**src/rtl/dmem_responder.sv**
```systemverilog
// ============================================================================
// Module   : dmem_responder
// Purpose  : Single-outstanding word memory responder with LAT wait states
//            and a one-cycle ready pulse. Optional macro: DMEM_ALIGN_CHECK_EN.
// Revision : 1.0
// ============================================================================
`default_nettype none

module dmem_responder #(
  parameter int DEPTH_WORDS = 64,
  parameter int LAT         = 2
) (
  input  logic        clk,
  input  logic        reset,
  input  logic        req,
  input  logic        we,
  input  logic [31:0] addr,
  input  logic [31:0] wdata,
  output logic        busy,
  output logic        ready,
  output logic [31:0] rdata,
  output logic        err
);

  localparam int         c_AW  = $clog2(DEPTH_WORDS);
  localparam logic [3:0] c_LAT = 4'(LAT);

  typedef enum logic [1:0] {
    S_IDLE = 2'd0,
    S_WAIT = 2'd1,
    S_RESP = 2'd2
  } state_t;

  state_t          r_state;
  logic [3:0]      r_cnt;
  logic            r_we;
  logic [c_AW-1:0] r_idx;
  logic            r_mis;
  logic [31:0]     r_wdata;
  logic [31:0]     r_mem [DEPTH_WORDS];

  logic [c_AW-1:0] w_idx;
  logic            w_mis;
  logic            w_unused;

  assign w_idx = addr[c_AW+1:2];

`ifdef DMEM_ALIGN_CHECK_EN
  assign w_mis    = |addr[1:0];
  assign w_unused = ^addr[31:c_AW+2];
`else
  assign w_mis    = 1'b0;
  assign w_unused = ^{addr[31:c_AW+2], addr[1:0]};
`endif

  // Outputs are registered from the next state so they line up with RESP.
  always_ff @(posedge clk or posedge reset) begin
    if (reset) begin
      r_state <= S_IDLE;
      r_cnt   <= 4'd0;
      r_we    <= 1'b0;
      r_idx   <= '0;
      r_mis   <= 1'b0;
      r_wdata <= 32'h0;
      busy    <= 1'b0;
      ready   <= 1'b0;
      err     <= 1'b0;
      rdata   <= 32'h0;
    end else begin
      ready <= 1'b0;
      err   <= 1'b0;
      case (r_state)
        S_IDLE: begin
          if (req) begin
            r_we    <= we;
            r_idx   <= w_idx;
            r_mis   <= w_mis;
            r_wdata <= wdata;
            r_cnt   <= c_LAT;
            busy    <= 1'b1;
            if (c_LAT != 4'd0) begin
              r_state <= S_WAIT;
            end else begin
              r_state <= S_RESP;
              ready   <= 1'b1;
              err     <= w_mis;
              if (!we) rdata <= w_mis ? 32'h0 : r_mem[w_idx];
            end
          end
        end
        S_WAIT: begin
          r_cnt <= r_cnt - 4'd1;
          if (r_cnt == 4'd1) begin
            r_state <= S_RESP;
            ready   <= 1'b1;
            err     <= r_mis;
            if (!r_we) rdata <= r_mis ? 32'h0 : r_mem[r_idx];
          end
        end
        S_RESP: begin
          r_state <= S_IDLE;
          busy    <= 1'b0;
        end
        default: begin
          r_state <= S_IDLE;
          busy    <= 1'b0;
        end
      endcase
    end
  end

  // Array is never reset; an async reset drops RESP so a pending store is lost.
  always_ff @(posedge clk) begin
    if (r_state == S_RESP && r_we && !r_mis) begin
      r_mem[r_idx] <= r_wdata;
    end
  end

endmodule

`default_nettype wire

```
**config.mk**
```make
export PLATFORM = sky130hd
export DESIGN_NAME = dmem_responder
export DESIGN_NICKNAME = d
export VERILOG_FILES = /design/src/rtl/dmem_responder.sv
export SDC_FILE = /design/constraint.sdc
export NUM_CORES = 2
export LEC_CHECK = 0
export ABC_AREA = 1
export CAP_MARGIN = 20
export CELL_PAD_IN_SITES_DETAIL_PLACEMENT = 0
export CELL_PAD_IN_SITES_GLOBAL_PLACEMENT = 1
export CORE_ASPECT_RATIO = 0.5
export CORE_MARGIN = 2
export CORE_UTILIZATION = 51
export DETAILED_ROUTE_END_ITERATION = 10
export PLACE_DENSITY_LB_ADDON = 0.08
export SLEW_MARGIN = 10
export SYNTH_ARGS = -nofsm -noshare
export SYNTH_HDL_FRONTEND = slang
export SYNTH_SLANG_ARGS = --single-unit
```
**constraint.sdc**
```tcl
create_clock -name clk -period 4.2 [get_ports clk]
set_input_delay 0.84 -clock clk [delete_from_list [all_inputs] [get_ports clk]]
set_output_delay 0.84 -clock clk [all_outputs]
set_load 0.02 [all_outputs]
```
Yosys cells after proc, flatten, opt, wreduce, memory -nomap -nowiden
Memories as Yosys holds them, arrays and structs flattened. A register that Yosys moved wholly into a read port is not among the register bits.
Cells that the tools add are included.
{"block": "word_totals", "output_inout_bits": 35, "in_bits": 68, "reg_bits": 47, "ram_bits": 2048, "wordCells": 35, "memories": 1}
{"name": "r_mem", "words": 64, "word_bits": 32, "rd": 1, "rd_clocked_by_memory_dff": 1, "write_ports": 1, "line_no": "40", "rtl": "logic [31:0] r_mem [DEPTH_WORDS];"}
{"block": "op_classes", "muxes": 11, "bitwise": 2, "n_eq_ne": 5, "add_sub_neg": 1, "reduce_logical": 8}
{"op": "case mux 4 bit (2 select lines)", "count": 1}
{"op": "AND reduction 2 bit", "count": 4}
{"op": "2-to-1 mux 1 bit", "count": 5}
{"op": "== test 4 x 1 -> 1 bit (second input constant)", "count": 1}
{"op": "2-to-1 mux 2 bit", "count": 2}
{"op": "2-to-1 mux 4 bit", "count": 1}
{"op": "inequality test 2 bit (second input constant)", "count": 2}
{"op": "case mux 2 bit (2 select lines)", "count": 1}
{"op": "subtractor 4 x 1 -> 4 bit (second input constant)", "count": 1}
{"op": "AND reduction 3 bit", "count": 1}
{"op": "== test 2 x 1 -> 1 bit (second input constant)", "count": 1}
{"op": "== test 2 bit (second input constant)", "count": 1}
{"op": "zero test 2 bit", "count": 1}
{"op": "NOT 1 bit", "count": 2}
{"op": "case mux 1 bit (2 select lines)", "count": 1}
{"op": "nonzero test 2 bit", "count": 1}
{"op": "logical AND 1 bit", "count": 1}

Depth between registers and ports, before layout
{"block": "logic_depth", "depth_word": 4, "mapped_depth": 14, "depth_no_buf": 10}

Worst setup path before layout
No wires, ideal clock.
{"block": "synth_timing", "path_kind": "register to register", "start": "register r_idx[0]", "end": "memory r_mem[0][0] (enable)", "t_required_ns": 3.779, "path_slack_ns": 1.104, "path_buffers": 4, "t_arrival_ns": 2.675, "period_less_slack_ns": 3.096, "stages_incl_launch_ff": 8, "setup_ns": 0.421, "cell_sequence": "dfrtp_1 -> buf_4 -> inv_4 -> buf_6 -> buf_2 -> buf_2 -> nand3_1 -> nor2_1"}
{"item": "start: declaration", "line_no": "37", "rtl": "logic [c_AW-1:0] r_idx;"}
{"item": "start signal: assignment", "line_no": "76", "rtl": "r_idx <= w_idx;"}
{"item": "end: declaration", "line_no": "40"}
No word-level cell before the write port.

==> impl_metrics.tcl <==
set metrics [dict create \
    drc_errors 0 \
    p_leak_nw 42.7 \
    pwr-share-seq_pct 42.9 \
    status "complete, no violations" \
    synthArstFlopShare_pct 3.71 \
    max_slew.worst_pin.slew_ps 1140 \
    cp-end-kind "register" \
    synthFlopType "edfxtp_1" \
    yosysUniqueCellTypes 33 \
    synth.ff_latch_count 2127 \
    power_density_mw_per_mm2 656 \
    hold_depth 2 \
    placed_cell_area_sq_mm 0.0950 \
    setup-tns-final_ps 0 \
    r2r.worst_path.cells 11 \
    dp_hpwl_um 152000 \
    rsz0062_at_grt "no" \
    fmax_ghz 0.288 \
    grt_pass1_vias 52860 \
    hold_slack_ps 488 \
    final.min_clock_period_ps 3480 \
    cp_max_fo 109 \
    clk_pin_slew_ps 70 \
    cts.hold.buffers_added 0 \
    gp_congestion 0.836 \
    syn-num-nets 8460 \
    drive_gt1_share_pct 8.66 \
    wl_per_cell_um 23.6 \
    grt_max_degree 182 \
    layout.nets 8604 \
    syn2layout_area_growth_pct 12.5 \
    cts-htree-levels 4 \
    clock-sinks 2127 \
    peakVddDrop_v 0.000561 \
    start_util_pct 51.6 \
    p_int_mw 41.4 \
    io_pins 103 \
    seq_area_frac_synth_pct 70.6 \
    comb_power_share_pct 30.6 \
    synth_largest_area_cell "edfxtp_1" \
    setup_slack_ps 723 \
    fin_crit_sh_pct 82.8 \
    syn_area_sq_mm 0.0899 \
    place_ws_ps 908 \
    core_sq_mm 0.174 \
    worstPathRequired_ps 4930 \
    swShare_pct 37.6 \
    antenna_found_initial 22 \
    die_area_sq_mm 0.180 \
    post_cts_resized 0 \
    worst-endpoint-arrival_ps 4210 \
    hold_violations 0 \
    clkPwrFrac_pct 26.5 \
    num_vias 57803 \
    io_buffers 75 \
    wl_um 259000 \
    start_kind "register" \
    drtAntennaViolNets 0 \
    ys_warn_count 0 \
    row_count 108 \
    yosysMostFrequentCell "nand2_1" \
    clk_latency_ps 860 \
    finalMaxSlewViolations 0 \
    via_per_inst 5.26 \
    grt_use_total_pct 28.9 \
    power_mw 66.3 \
    hold_class "register to register" \
    cts-root-buf "clkbuf_16" \
    tritoncts "done" \
    cap_viol_max_count 0 \
    die_w_um 598 \
    first_pass_iters 6 \
    drt_iter0_markers 7114 \
    synth_common_cells "2367 x nand2_1, 2048 x edfxtp_1, 1627 x inv_1, 769 x nand3_1, 492 x nor2_1" \
    synth_edf_count 2048 \
    slew_headroom_pct 24.1 \
    synth_top_area_share_pct 68.4 \
    post-cts-setup-buffer-count 0 \
    p_sw_mw 24.9 \
    post_synth_main_area_contributors "edfxtp_1 68%, nand2_1 9.9%, inv_1 6.8%, nand3_1 4.3%, dfrtp_1 2.2%" \
    setup_violations 0 \
    critPathKind "register to register" \
    cts_inserted_buffers 195 \
    syn_inst 8390 \
    fp.dieH_um 301 \
    clock-skew-final_ps 37.9 \
    grt_pass1_wl_um 370000 \
    syn_avg_cell_area_sq_um 10.7 \
    gr-total-overflow 0 \
    design_area_sq_mm 0.101 \
    clock_path_buffers 4 \
]
## through the flow
stage | std cells | utilization [%]
floorplan | 8390 | -
global placement | 10645 | 54.5
detailed placement | 10646 | 54.5
CTS | 10992 | 58.0
global route | 10993 | 58.0
finish | 10997 | 58.0
## layout by cell type (no fill, tap or decap), types with 53 or more instances in the layout
cell                n
clkbuf_16         202
edfxtp_1         2048
o21ai_0           178
or2_2             130
nor2_1            428
inv_1            1625
nand3_1           769
nor2_4             67
o21ai_1            93
o211ai_1          194
nand2_1          2366
buf_12             66
clkdlybuf4s50_1    75
buf_4             186
clkbuf_1           53
## flip-flops by register name, summed over array words and instances, names as in the netlist
register / flops
r_state: 2
r_wdata: 32
r_idx: 6
r_cnt: 4
r_mem: 2048
busy: 1
rdata: 32
r_we: 1
ready: 1
## final timing paths
kind / slack (ps) / endpoint / from
max: 720 / rdata[29] / r_idx[0]
max in group asynchronous: 2820 / rdata[31] / reset
min in group asynchronous: 540 / r_wdata[22] / reset
max reg2reg: 720 / rdata[29] / r_idx[0]
min reg2reg: 490 / r_wdata[8] / r_wdata[8]
min: 490 / r_wdata[8] / r_wdata[8]
## cells by family after synthesis
logic type	synth area share, %
AND/OR/NAND/NOR	17.3
buffers and inverters	8.92
XOR/XNOR	0.00975
adder cells (fa/ha/maj)	0.0278
AO/OA/AOI/OAI	3.15
flip-flops	70.6
other	0.00417
multiplexers	0.0111
## final cells by class
| class | instances | area, sq um |
|---|---|---|
| antenna | 4 | 10.0 |
| sequential | 2127 | 63500 |
| tap | 2310 | 2890 |
| inverter | 1635 | 6160 |
| timing repair buffer | 328 | 3500 |
| multi-input combinational | 4247 | 18900 |
| fill | 14409 | 73100 |
| clock inverter | 84 | 741 |
| clock buffer | 262 | 5350 |
## layer usage
layer	global-route usage, %	vias to the layer above	share of wire, %
li1	-	27238	-
met1	45.0	28053	46
met2	42.0	2208	42
met3	5.76	300	10
met4	6.24	4	1.9
met5	0	-	0.0089
## worst max-delay path: stages (launching register included)
cell and delay, ps:
dfrtp_4 640, inv_16 440, buf_4 540, nand2_1 100, nand3_1 100, nand2_1 40
o21ai_0 430, nand2_1 100, nor2_1 530, nand3_1 190, nand2_1 110, inv_1 40
## power groups by stage
| stage | Combinational [mW] | Sequential, mW | Clock, mW |
|---|---|---|---|
| floorplan | 10.6 | 28.6 | 0 |
| global placement | 19.9 | 28.9 | 0 |
| detailed placement | 20.1 | 28.9 | 0 |
| CTS | 20.1 | 28.5 | 17.8 |
| global route | 22.0 | 28.5 | 18.6 |
| finish | 20.3 | 28.5 | 17.6 |
Note: power is estimated with default switching activity, not from simulation.
